--- src/rtl/tick_gen_pkg.sv ---
// Shared types and constants for the programmable tick generator.
package tick_gen_pkg;

  typedef enum logic {
    ST_IDLE = 1'b0,
    ST_RUN  = 1'b1
  } state_e;

  localparam logic MODE_PERIODIC = 1'b0;
  localparam logic MODE_ONESHOT  = 1'b1;

endpackage

--- src/rtl/tick_gen.sv ---
// Programmable tick generator: single-cycle tick every period+1 enabled
// clocks, periodic or one-shot, with run-time loadable period.
module tick_gen
  import tick_gen_pkg::*;
#(
  parameter int unsigned WIDTH          = 23,
  parameter int unsigned DEFAULT_PERIOD = 32'h007F_FFFF
) (
  input  logic             clk,
  input  logic             reset,
  input  logic             start,
  input  logic             stop,
  input  logic             enable,
  input  logic             mode,
  input  logic             load,
  input  logic [WIDTH-1:0] period_in,
  output logic             tick,
  output logic             busy,
  output logic [WIDTH-1:0] count
);

  localparam logic [WIDTH-1:0] PERIOD_RST = WIDTH'(DEFAULT_PERIOD);

  state_e           state_q,  state_d;
  logic [WIDTH-1:0] count_q,  count_d;
  logic [WIDTH-1:0] period_q, period_d;
  logic             mode_q,   mode_d;
  logic             tick_q,   tick_d;
  logic             busy_q,   busy_d;

  // Priority is stop, then start, then terminal/increment; load stands apart
  // and the terminal compare always sees the period from before this edge.
  always_comb begin
    state_d  = state_q;
    count_d  = count_q;
    mode_d   = mode_q;
    tick_d   = 1'b0;
    period_d = load ? period_in : period_q;

    case (state_q)
      ST_IDLE: begin
        if (start && !stop) begin
          state_d = ST_RUN;
          count_d = '0;
          mode_d  = mode;
        end
      end
      ST_RUN: begin
        if (stop) begin
          state_d = ST_IDLE;
          count_d = '0;
        end else if (start) begin
          count_d = '0;
          mode_d  = mode;
        end else if (enable) begin
          if (count_q >= period_q) begin
            count_d = '0;
            tick_d  = 1'b1;
            if (mode_q == MODE_ONESHOT) state_d = ST_IDLE;
          end else begin
            count_d = count_q + WIDTH'(1);
          end
        end
      end
      default: begin
        state_d = ST_IDLE;
        count_d = '0;
      end
    endcase

    busy_d = (state_d == ST_RUN);
  end

  always_ff @(posedge clk or posedge reset) begin
    if (reset) begin
      state_q  <= ST_IDLE;
      count_q  <= '0;
      period_q <= PERIOD_RST;
      mode_q   <= MODE_PERIODIC;
      tick_q   <= 1'b0;
      busy_q   <= 1'b0;
    end else begin
      state_q  <= state_d;
      count_q  <= count_d;
      period_q <= period_d;
      mode_q   <= mode_d;
      tick_q   <= tick_d;
      busy_q   <= busy_d;
    end
  end

  assign tick  = tick_q;
  assign busy  = busy_q;
  assign count = count_q;

endmodule

--- config.mk ---
export PLATFORM = sky130hd
export DESIGN_NAME = tick_gen
export DESIGN_NICKNAME = d
export VERILOG_FILES = /design/src/rtl/tick_gen_pkg.sv /design/src/rtl/tick_gen.sv
export SDC_FILE = /design/constraint.sdc
export NUM_CORES = 1
export LEC_CHECK = 0
export ABC_AREA = 1
export BUFFER_PORTS_ARGS = -buffer_cell sky130_fd_sc_hd__buf_2
export CAP_MARGIN = 20
export CORE_MARGIN = 4
export CORE_UTILIZATION = 45
export CTS_CLUSTER_DIAMETER = 200
export DETAILED_ROUTE_END_ITERATION = 10
export MAX_ROUTING_LAYER = met4
export PLACE_DENSITY = 0.67
export SETUP_SLACK_MARGIN = 0.3
export SLEW_MARGIN = 40
export SYNTH_ARGS = -nofsm -noshare
export SYNTH_HDL_FRONTEND = slang
export SYNTH_SLANG_ARGS = --single-unit
--- constraint.sdc ---
create_clock -name clk -period 2.6 [get_ports clk]
set_input_delay 0.78 -clock clk [delete_from_list [all_inputs] [get_ports clk]]
set_output_delay 0.78 -clock clk [all_outputs]
set_load 0.05 [all_outputs]
**After elaboration in Yosys (flattened, before gate mapping)**

Cells that the tools add are included.

- Flip-flop bits (word level): 49
- Input port bits: 30
- Output and inout bits: 25
- Logic and storage cells: 38

- Add/subtract/negate cells: 1
- $lt $le $gt $ge: 1
- Equality and inequality tests: 4
- Mux-type cells: 22
- Bitwise gates (word level): 1
- Reduce and logical (&&, ||, !) cells: 4

Operator list:

| cell | count |
|---|---|
| 23-bit two-way mux | 5 |
| 23-bit one-hot mux with 2 select lines | 1 |
| 23-bit by 1-bit adder with 23-bit output (second input constant) | 1 |
| 23-bit greater-or-equal comparator | 1 |
| 1-bit two-way mux | 14 |
| 2-bit inequality test (second input constant) | 3 |
| 4-bit inequality test (second input constant) | 1 |
| 1-bit one-hot mux with 2 select lines | 2 |
| 3-bit AND reduction | 1 |
| 2-bit AND reduction | 1 |
| 1-bit logical AND | 1 |
| 1-bit zero test | 1 |
| 1-bit inverter | 1 |

**Longest topological paths before layout**

Gate-level depths: netlist (run 1).

- Depth in word-level cells: 6
- Gate-level depth with buffers: 15
- Gate-level depth less buffers: 15

**Least setup slack after synthesis (run 1)**

No wires, ideal clock.

- Kind: reg2reg
- Start point: register count_q[0] (netlist: count[0])
- End point: register count_q[15] (netlist: count[15])
- Setup time: 0.118 ns
- Arrival: 1.921 ns
- Required time: 2.482 ns
- Path slack: 0.560 ns
- Stages on the path, launching flop included: 15
- Path buffers: 1
- Period minus slack after synthesis: 2.040 ns
- Cells stage by stage: dfrtp_1 > inv_1 > ha_1 > nand2_1 > inv_1 > nand2_1 > nor2_1 > nand2_1 > nor2_1 > nor2_1 > nand4_1 > nand2_2 > inv_2 > buf_6 > nor2_1

- Word-level cells in the longest chain between the ends: 6
- Elaborated cells on any way between the ends: 7
- Classes of those cells: 1 x add/sub; 1 x order compare; 5 x mux

Ends and longest elaborated chain:

| item | RTL line | text |
|---|---|---|
| start: declaration | tick_gen.sv:25 | `logic [WIDTH-1:0] count_q, count_d;` |
| start signal: assignment | tick_gen.sv:84 | `count_q <= count_d;` |
| 23-bit by 1-bit adder with 23-bit output / 23-bit greater-or-equal comparator (equally long branches) | tick_gen.sv:61, tick_gen.sv:56 |  |
| 23-bit two-way mux (*) | tick_gen.sv:56 | `if (count_q >= period_q) begin` |
| 23-bit two-way mux (*) | tick_gen.sv:55 | `end else if (enable) begin` |
| 23-bit two-way mux (*) | tick_gen.sv:52 | `end else if (start) begin` |
| 23-bit two-way mux (*) | tick_gen.sv:49 | `if (stop) begin` |
| 23-bit one-hot mux with 2 select lines (*) | tick_gen.sv:40 | `case (state_q)` |

Mark *: on every way between the ends. The rest lies on a longest branch, timed or not. The select of a mux whose other input is x is not followed.
A chain may end at the register's enable or synchronous reset.

**Worst setup path after layout (run 1)**

- Start point: register period_q[18]
- End point: register count_q[9] (netlist: count[9])

- Word-level cells in the longest chain between the ends: 6

Ends and longest elaborated chain:

| item | RTL line | text |
|---|---|---|
| start: declaration | tick_gen.sv:26 | `logic [WIDTH-1:0] period_q, period_d;` |
| start signal: assignment | tick_gen.sv:85 | `period_q <= period_d;` |
| 23-bit greater-or-equal comparator | tick_gen.sv:56 |  |
| 23-bit two-way mux | tick_gen.sv:56 |  |
| 23-bit two-way mux | tick_gen.sv:55 |  |
| 23-bit two-way mux | tick_gen.sv:52 |  |
| 23-bit two-way mux | tick_gen.sv:49 |  |
| 23-bit one-hot mux with 2 select lines | tick_gen.sv:40 |  |

Every way passes these cells. The select of a mux whose other input is x is not followed.

==> results of run 1 <==
## layout by cell type (no fill, tap or decap), drive strengths merged
cell type and n:
nand2 102, inv 73, buf 58, nor2 44
o21ai 29, dfrtp 26, ha 24, dfstp 23
nand3 18, a21oi 12, nor3 11, clkbuf 8
xor2 7, nand4 5, a21o 2, and3 2
nand3b 1, or2 1, mux2 1, xnor2 1
a31oi 1
## metrics by stage
step | power (µW) | std cells | hold WS, ns | instance area [µm²]
2_1_floorplan | 1010 | 390 | 0.463 | 3020
3_3_place_gp | 1070 | 518 | 0.477 | 3380
3_5_place_dp | 1080 | 518 | 0.479 | 3380
4_1_cts | 1550 | 526 | 0.464 | 3470
5_1_grt | 1610 | 526 | 0.488 | 3480
6_report | 1540 | 526 | 0.456 | 3480
## registers in the layout, indices dropped and copies added, names as in the netlist
signal / flops
busy: 1
count: 23
period_q: 23
mode_q: 1
tick: 1
## logic make-up (layout without fill, tap and decap cells)
| kind of cell | after synthesis | count (layout) | share of synthesized area (%) |
|---|---|---|---|
| adders and majority gates | 24 | 24 | 9.95 |
| xor gates and xnor gates | 8 | 8 | 2.32 |
| AOI/OAI and AO/OA | 44 | 44 | 7.50 |
| and+or+nand+nor | 184 | 184 | 28.1 |
| DFF | 49 | 49 | 41.6 |
| muxes | 1 | 1 | 0.373 |
| buffers and inverters | 80 | 139 | 10.2 |
## routing by layer
metal	global-route usage (%)	vias up	wire length, µm
li1	-	1329	-
met4	5.99	0	127
met2	27.8	40	3120
met3	2.67	10	207
met5	-	-	0
met1	22.8	1154	3250
## critical path, cell delays in order, from the launching register on
cell	delay (ns)
dfstp_2	0.53
inv_1	0.04
ha_1	0.28
nand2_1	0.07
inv_1	0.07
nand2_1	0.06
nor2_1	0.20
nand2_1	0.09
nor2_1	0.10
nor2_1	0.05
nand4_1	0.10
nand2_2	0.12
inv_6	0.17
nor3_1	0.07
## path summary, 6_finish.rpt
kind / slack (ns) / endpoint / from / cells past startpoint
min in group clk: 0.49 / period_q[15] / period_q[15] / 2
max: 0.53 / count[9] / period_q[18] / 13
min: 0.46 / count[7] / reset / 2
max reg2reg: 0.53 / count[9] / period_q[18] / 13
min reg2reg: 0.49 / period_q[15] / period_q[15] / 2
max in group asynchronous: 1.49 / period_q[7] / reset / 3
## layout make-up
type	instances	area [µm²]
multi-input cells	261	1460
fillers	640	2950
inverters	73	279
clock buffers	8	90.1
repair buffers	58	300
well taps	77	96.3
flip-flops and latches	49	1250
## power groups by stage
| stage | combinational, µW | sequential [µW] | clock (µW) |
|---|---|---|---|
| 2_1_floorplan | 144 | 864 | 0 |
| 3_3_place_gp | 223 | 851 | 0 |
| 3_5_place_dp | 228 | 852 | 0 |
| 4_1_cts | 229 | 838 | 486 |
| 5_1_grt | 260 | 843 | 511 |
| 6_report | 226 | 838 | 472 |
==> impl_metrics.toml, run 1 <==
[logic_synthesis]
synth_top_area_share_pct = 21.5
syn_inst = 390
seq_area_frac_synth_pct = 41.6
ys_ff_latch = 49
synth_fp_nets = 444
synth_edf_count = 0
yosysTopAreaCell = "dfrtp_1"
yosys-top-cells-area = "dfrtp_1 (22%), dfstp_2 (20%), nand2_1 (12%), ha_1 (9.9%), inv_1 (8.7%)"
yosysMostFrequentCell = "nand2_1"
synth_area_per_cell_um2 = 7.74
yosys_warnings = 0
synthArstFlopShare_pct = 100
synth_common_cells = "nand2_1 (99), inv_1 (70), nor2_1 (38), o21ai_0 (29), dfrtp_1 (26)"
yosysUniqueCellTypes = 30
syn_area_um2 = 3020
synth_ff_type = "dfrtp_1"

[placed_design]
hpwl_um = 5270
pre_cts_ws_ns = 0.428
io_buffer_count = 54
gp_congestion = 0.851

[detailed_routing]
avgRoutedWirePerCell_um = 12.7
routed_wirelength_um = 6700
drt_iter0_drc = 153
dr.pass1.iters = 4
via_per_inst = 4.82
vias = 2533
ant_nets = 0
drc = 0

[pwr]
p_int_uw = 1110
p_comb_share_pct = 14.7
p_leak_uw = 0.00195
power_density_nw_per_um2 = 442
pwr-share-clk_pct = 30.7
vdd_drop_max_mv = 0.209
swShare_pct = 27.5
seqPwrFrac_pct = 54.5
p_switching_uw = 422

[sta]
setup_tns_ns = 0
fin_crit_ns = 2.07
fmax_mhz = 484
fin_crit_sh_pct = 79.5
timing.slew.headroom_pct = 72.3
hold_viol = 0
rsz0062_at_grt = "no"
setup_violations = 0
worstMarginPinSlew_ns = 0.415
drv_slew = 0
fin_worst_skew_ns = 0.0120
fin_ws_ns = 0.534

[cts]
clk_latency_ns = 0.31
path_clk_slew_ns = 0.09
root_buffer = "clkbuf_8"
cts_made_buffers = 5
ctsHoldBuffers = 0
h-tree-depth = 2
cts_tree = "done"
post_cts.repair.setup_buffers = 0
clk_path_buf_depth = 2
cts_resized = 0
clock_sinks = 49

[critical_path]
arrival_ns = 2.26
critPathKind = "flop to flop"
path_max_fanout = 18
required_ns = 2.80
cp-start-kind = "flop"
cp-end-kind = "flop"

[global_routing]
grt_overflow = 0
grt_pass1_wl_um = 11300
grt_antenna_before_repair = 0
grt_pass1_vias = 2392
grt_usage_pct = 17.4
grt_max_degree = 31

[layout]
final_nets = 502
utilization_pct = 54.1
areaGrowthSynthToFinish_pct = 15.1
diodes = 0
drive_gt1_share_pct = 24.3

[min_path]
hp-class = "input port to asynchronous set/reset pin"

[floorplanning]
dieArea_um2 = 8080
start_util_pct = 47.0
io_pins = 55
die_x_um = 89.9
die_height_um = 89.9
rows = 29
core_um2 = 6420

[outcome]
status = "finished clean"

[flow_run]
drv_cap = 0
(Power assumes the default switching activity.)
==> run 2: changes to the inputs <==
==> constraint.sdc (replaced) <==
create_clock -name clk -period 2.05 [get_ports clk]
set_input_delay 0.615 -clock clk [delete_from_list [all_inputs] [get_ports clk]]
set_output_delay 0.615 -clock clk [all_outputs]
set_load 0.05 [all_outputs]
==> impl_metrics.toml, run 2 (synthesized netlist as in run 1, its figures left out) <==
[global_routing]
grt_overflow = 0
busiest_layer = "met2"
grt_max_degree = 50
grtUsageMet2_pct = 32.1
grt_pass1_vias = 2705
grt_pass1_wl_um = 12600
use_met3_pct = 3.59
met1_usage_pct = 24.7
grt_antenna_before_repair = 0
grt_usage_pct = 19.5

[critical_path]
arrival_ns = 2.27
critPathKind = "flop to flop"
required_ns = 2.25
cp-end-kind = "flop"
cp-start-kind = "flop"
path_max_fanout = 4

[sta]
fin_crit_ns = 2.07
drv_slew = 0
fmax_mhz = 483
worstMarginPinSlew_ns = 0.498
fin_worst_skew_ns = 0.0101
timing.slew.headroom_pct = 66.6
fin_ws_ns = -0.0222
hold_viol = 0
fin_crit_sh_pct = 101
rsz0062_at_grt = "yes"
setup_violations = 17

[floorplanning]
die_height_um = 89.9
rows = 29
core_um2 = 6420
start_util_pct = 47.0
die_x_um = 89.9
dieArea_um2 = 8080
io_pins = 55

[min_path]
hp-class = "input port to asynchronous set/reset pin"

[pwr]
p_int_uw = 1600
p_comb_share_pct = 18.7
p_switching_uw = 619
p_leak_uw = 0.00200
power_density_nw_per_um2 = 550
vdd_drop_max_mv = 0.298
pwr-share-clk_pct = 33.2
seqPwrFrac_pct = 48.1
swShare_pct = 27.9

[cts]
path_clk_slew_ns = 0.10
root_buffer = "clkbuf_8"
h-tree-depth = 2
ctsHoldBuffers = 0
clk_path_buf_depth = 2
cts_made_buffers = 5
clk_latency_ns = 0.31
clock_sinks = 49
cts_tree = "done"

[detailed_routing]
dr.pass1.iters = 5
routed_wirelength_um = 7700
via_per_inst = 5.10
drt_iter0_drc = 172
ant_nets = 0
drc = 0
vias = 2758
avgRoutedWirePerCell_um = 14.2

[flow_run]
drv_cap = 0

[layout]
areaGrowthSynthToFinish_pct = 33.4
multi_input_area_um2 = 1820
layout_common_cells = "nand2_1 (81), buf_2 (54), inv_1 (53), o21ai_0 (28), nor2_1 (28)"
fin_area_um2 = 4030
layout_commonest_cell = "nand2_1"
utilization_pct = 62.7
drive_gt1_share_pct = 46.6
diodes = 0
nFillCells = 564
seq_area_um2 = 1280
final_nets = 517

[placed_design]
placed_area_um2 = 3520
gp_congestion = 0.872
io_buffer_count = 54
hpwl_um = 5270

[outcome]
failed_checks = "setup timing"
status = "finished, violations left"
-- run 2: cell types whose count changed in the layout (fill, tap and decap cells not counted), sizes merged --
cell    before  now
bufinv       0    1
clkbuf       8    7
buf         58   70
inv         73   76
-- run 2: layout make-up --
| class | count | share of cell area [%] |
|---|---|---|
| Multi-Input combinational cell | 261 | 45.1 |
| Clock inverter | 1 | 0.746 |
| Sequential cell | 49 | 31.9 |
| Timing Repair Buffer | 70 | 10.1 |
| Timing Repair inverter | 3 | 0.652 |
| Inverter | 73 | 6.99 |
| Clock buffer | 7 | 2.14 |
| Tap cell | 77 | 2.39 |
-- run 2: stage by stage --
step | cells | worst slack (ns) | total power (µW) | hold slack [ns] | setup TNS, ns
finish | 541 | -0.0222 | 2220 | 0.338 | -0.165
global route | 541 | -0.129 | 2330 | 0.346 | -2.10
CTS | 532 | 0.0838 | 2190 | 0.341 | 0
detailed placement | 519 | -0.0177 | 1390 | 0.486 | -0.0484
global placement | 519 | 0.0577 | 1380 | 0.477 | 0
floorplan | 390 | 0.201 | 1290 | 0.463 | 0
-- run 2: critical path, cell delays in order, from the launching register on --
cell and delay (ns):
dfstp_2 0.54, inv_2 0.04, ha_4 0.25, nand2_2 0.06
inv_1 0.07, nand2_2 0.06, nor2_4 0.14, nand2_1 0.07
nor2_1 0.14, nor2_2 0.07, nand4_1 0.15, nand2_4 0.08
buf_4 0.16, inv_4 0.09, a21oi_1 0.05
-- run 2: worst paths after layout --
| kind | startpoint | cells past startpoint | to | slack [ns] |
|---|---|---|---|---|
| worst max-delay path | period_q[20] | 14 | count[1] | -0.02 |
| worst min-delay path | reset | 3 | count[19] | 0.34 |
| worst max register to register | period_q[20] | 14 | count[1] | -0.02 |
| worst min register to register | period_q[11] | 2 | period_q[11] | 0.49 |
| max in group asynchronous | reset | 3 | period_q[11] | 1.42 |
| min in group clk | period_q[11] | 2 | period_q[11] | 0.49 |
-- run 2: power by group through the flow --
stage	clock network (µW)	logic (µW)	registers, µW
global route	792	462	1070
CTS	755	361	1070
global placement	0	299	1080
detailed placement	0	309	1080
floorplan	0	197	1100
finish	736	415	1070
-- run 2: timing repair --
action	4_1_cts	5_1_grt
resized for setup	48	24
gates cloned	2	1
setup buffers	3	8
pin swaps	29	11
setup endpoints to repair	25	25
-- run 2: layer usage --
layer / up-vias / routed length, µm
li1: 1362 / -
met1: 1291 / 3350
met2: 89 / 3800
met3: 16 / 391
met4: 0 / 163
met5: - / 0
==> run 3: changes to the inputs <==
==> constraint.sdc (replaced) <==
create_clock -name clk -period 2.48 [get_ports clk]
set_input_delay 0.744 -clock clk [delete_from_list [all_inputs] [get_ports clk]]
set_output_delay 0.744 -clock clk [all_outputs]
set_load 0.05 [all_outputs]
==> impl_metrics.toml, run 3 (synthesized netlist as in run 1, its figures left out) <==
[global_routing]
grt_pass1_wl_um = 11500
grt_pass1_vias = 2485
grt_usage_pct = 17.4
grt_antenna_before_repair = 0
grt_overflow = 0
busiest_layer = "met2"
use_met3_pct = 3.26
grtUsageMet2_pct = 27.9
met1_usage_pct = 23.1
grt_max_degree = 31

[layout]
areaGrowthSynthToFinish_pct = 16.0
diodes = 0
nFillCells = 627
drive_gt1_share_pct = 24.7
final_nets = 502
multi_input_area_um2 = 1470
layout_commonest_cell = "nand2_1"
seq_area_um2 = 1250
layout_common_cells = "nand2_1 (99), inv_1 (69), buf_2 (54), nor2_1 (38), o21ai_0 (29)"

[critical_path]
cp_top_family = "simple AND/OR/NAND/NOR gates"
rr_startpoint = "period_q[14]"
critPathKind = "flop to flop"
arrival_ns = 2.22
crit_start = "period_q[14]"
cp-start-kind = "flop"
required_ns = 2.67
path_max_fanout = 18
cp-end-kind = "flop"
cpPeakStageDelay_ns = 0.53
cp_num_buf_inv = 2
path_cells = "inv_1 > ha_1 > nand2_1 > nor2_1 > nand2_1 > nor2_1 > nand2_1 > nand4_1 > nand2_2 > inv_8 > nor2_1"
crit_slowest_cell = "dfstp_2"

[detailed_routing]
drc = 0
ant_nets = 0
vias = 2576
avgRoutedWirePerCell_um = 12.6
via_per_inst = 4.90
routed_wirelength_um = 6610
drt_iter0_drc = 122
dr.pass1.iters = 4

[cts]
cts_made_buffers = 5
cts_tree = "done"
h-tree-depth = 2
root_buffer = "clkbuf_8"
clk_path_buf_depth = 2
clock_sinks = 49
post_cts.repair.setup_buffers = 0
clk_latency_ns = 0.30
path_clk_slew_ns = 0.09

[floorplanning]
dieArea_um2 = 8080
die_x_um = 89.9
die_height_um = 89.9
start_util_pct = 47.0
io_pins = 55
core_um2 = 6420
rows = 29

[pwr]
p_leak_uw = 0.00196
power_density_nw_per_um2 = 461
vdd_drop_max_mv = 0.349

[sta]
setup_tns_ns = 0
rsz0062_at_grt = "yes"
setup_violations = 0
fin_worst_skew_ns = 0.00943
hold_viol = 0
fmax_mhz = 492
worstMarginPinSlew_ns = 0.533
drv_slew = 0
fin_crit_ns = 2.03
holdWs_ns = 0.474
timing.slew.headroom_pct = 64.4
fin_crit_sh_pct = 81.9

[placed_design]
hpwl_um = 5180
gp_congestion = 0.855
io_buffer_count = 54

[flow_run]
drv_cap = 0

[min_path]
hp-class = "input port to asynchronous set/reset pin"

[outcome]
status = "finished clean"
run 3: timing repair:
action / in CTS / in global routing
hold buffers: 0 / 0
endpoints found under the setup margin: 6 / 18
pin swaps: 0 / 1
resized for setup: 1 / 4
run 3: worst paths after layout:
path	end	slack, ns	depth (start not counted)
worst max-delay path	count[15]	0.45	11
worst min-delay path	count[9]	0.47	2
worst max register to register	count[15]	0.45	11
worst min register to register	period_q[17]	0.49	2
max in group asynchronous	period_q[16]	1.40	3
min in group clk	period_q[17]	0.49	2
run 3: metrics by stage:
step,instances,instance area [µm²],utilization (%),power (µW),setup WS (ns)
global placement,518,3390,52.8,1130,0.389
CTS,526,3490,54.3,1630,0.391
global route,526,3500,54.5,1700,0.298
floorplan,390,3020,-,1060,0.440
detailed placement,518,3390,52.8,1140,0.301
finish,526,3500,54.5,1610,0.448
run 3: final cells by class:
class	count	area share [%]
sequential	49	35.8
tap	77	2.75
timing repair buffer	58	8.93
inverter	73	8.04
clock buffer	8	2.57
multi-input combinational	261	41.9
run 3: where the power goes:
part,leakage [µW],switching (µW),internal [µW]
registers,0.000601,15.4,863
logic,0.00131,164,78.8
clock network,0.0000455,263,228
total,0.00196,442,1170
run 3: per-layer routing:
metal  share of wire [%]  vias to the layer above
met1                  48                     1190
met5                   0                        -
met4                0.95                        0
met3                 4.5                        6
li1                    -                     1327
met2                  47                       53
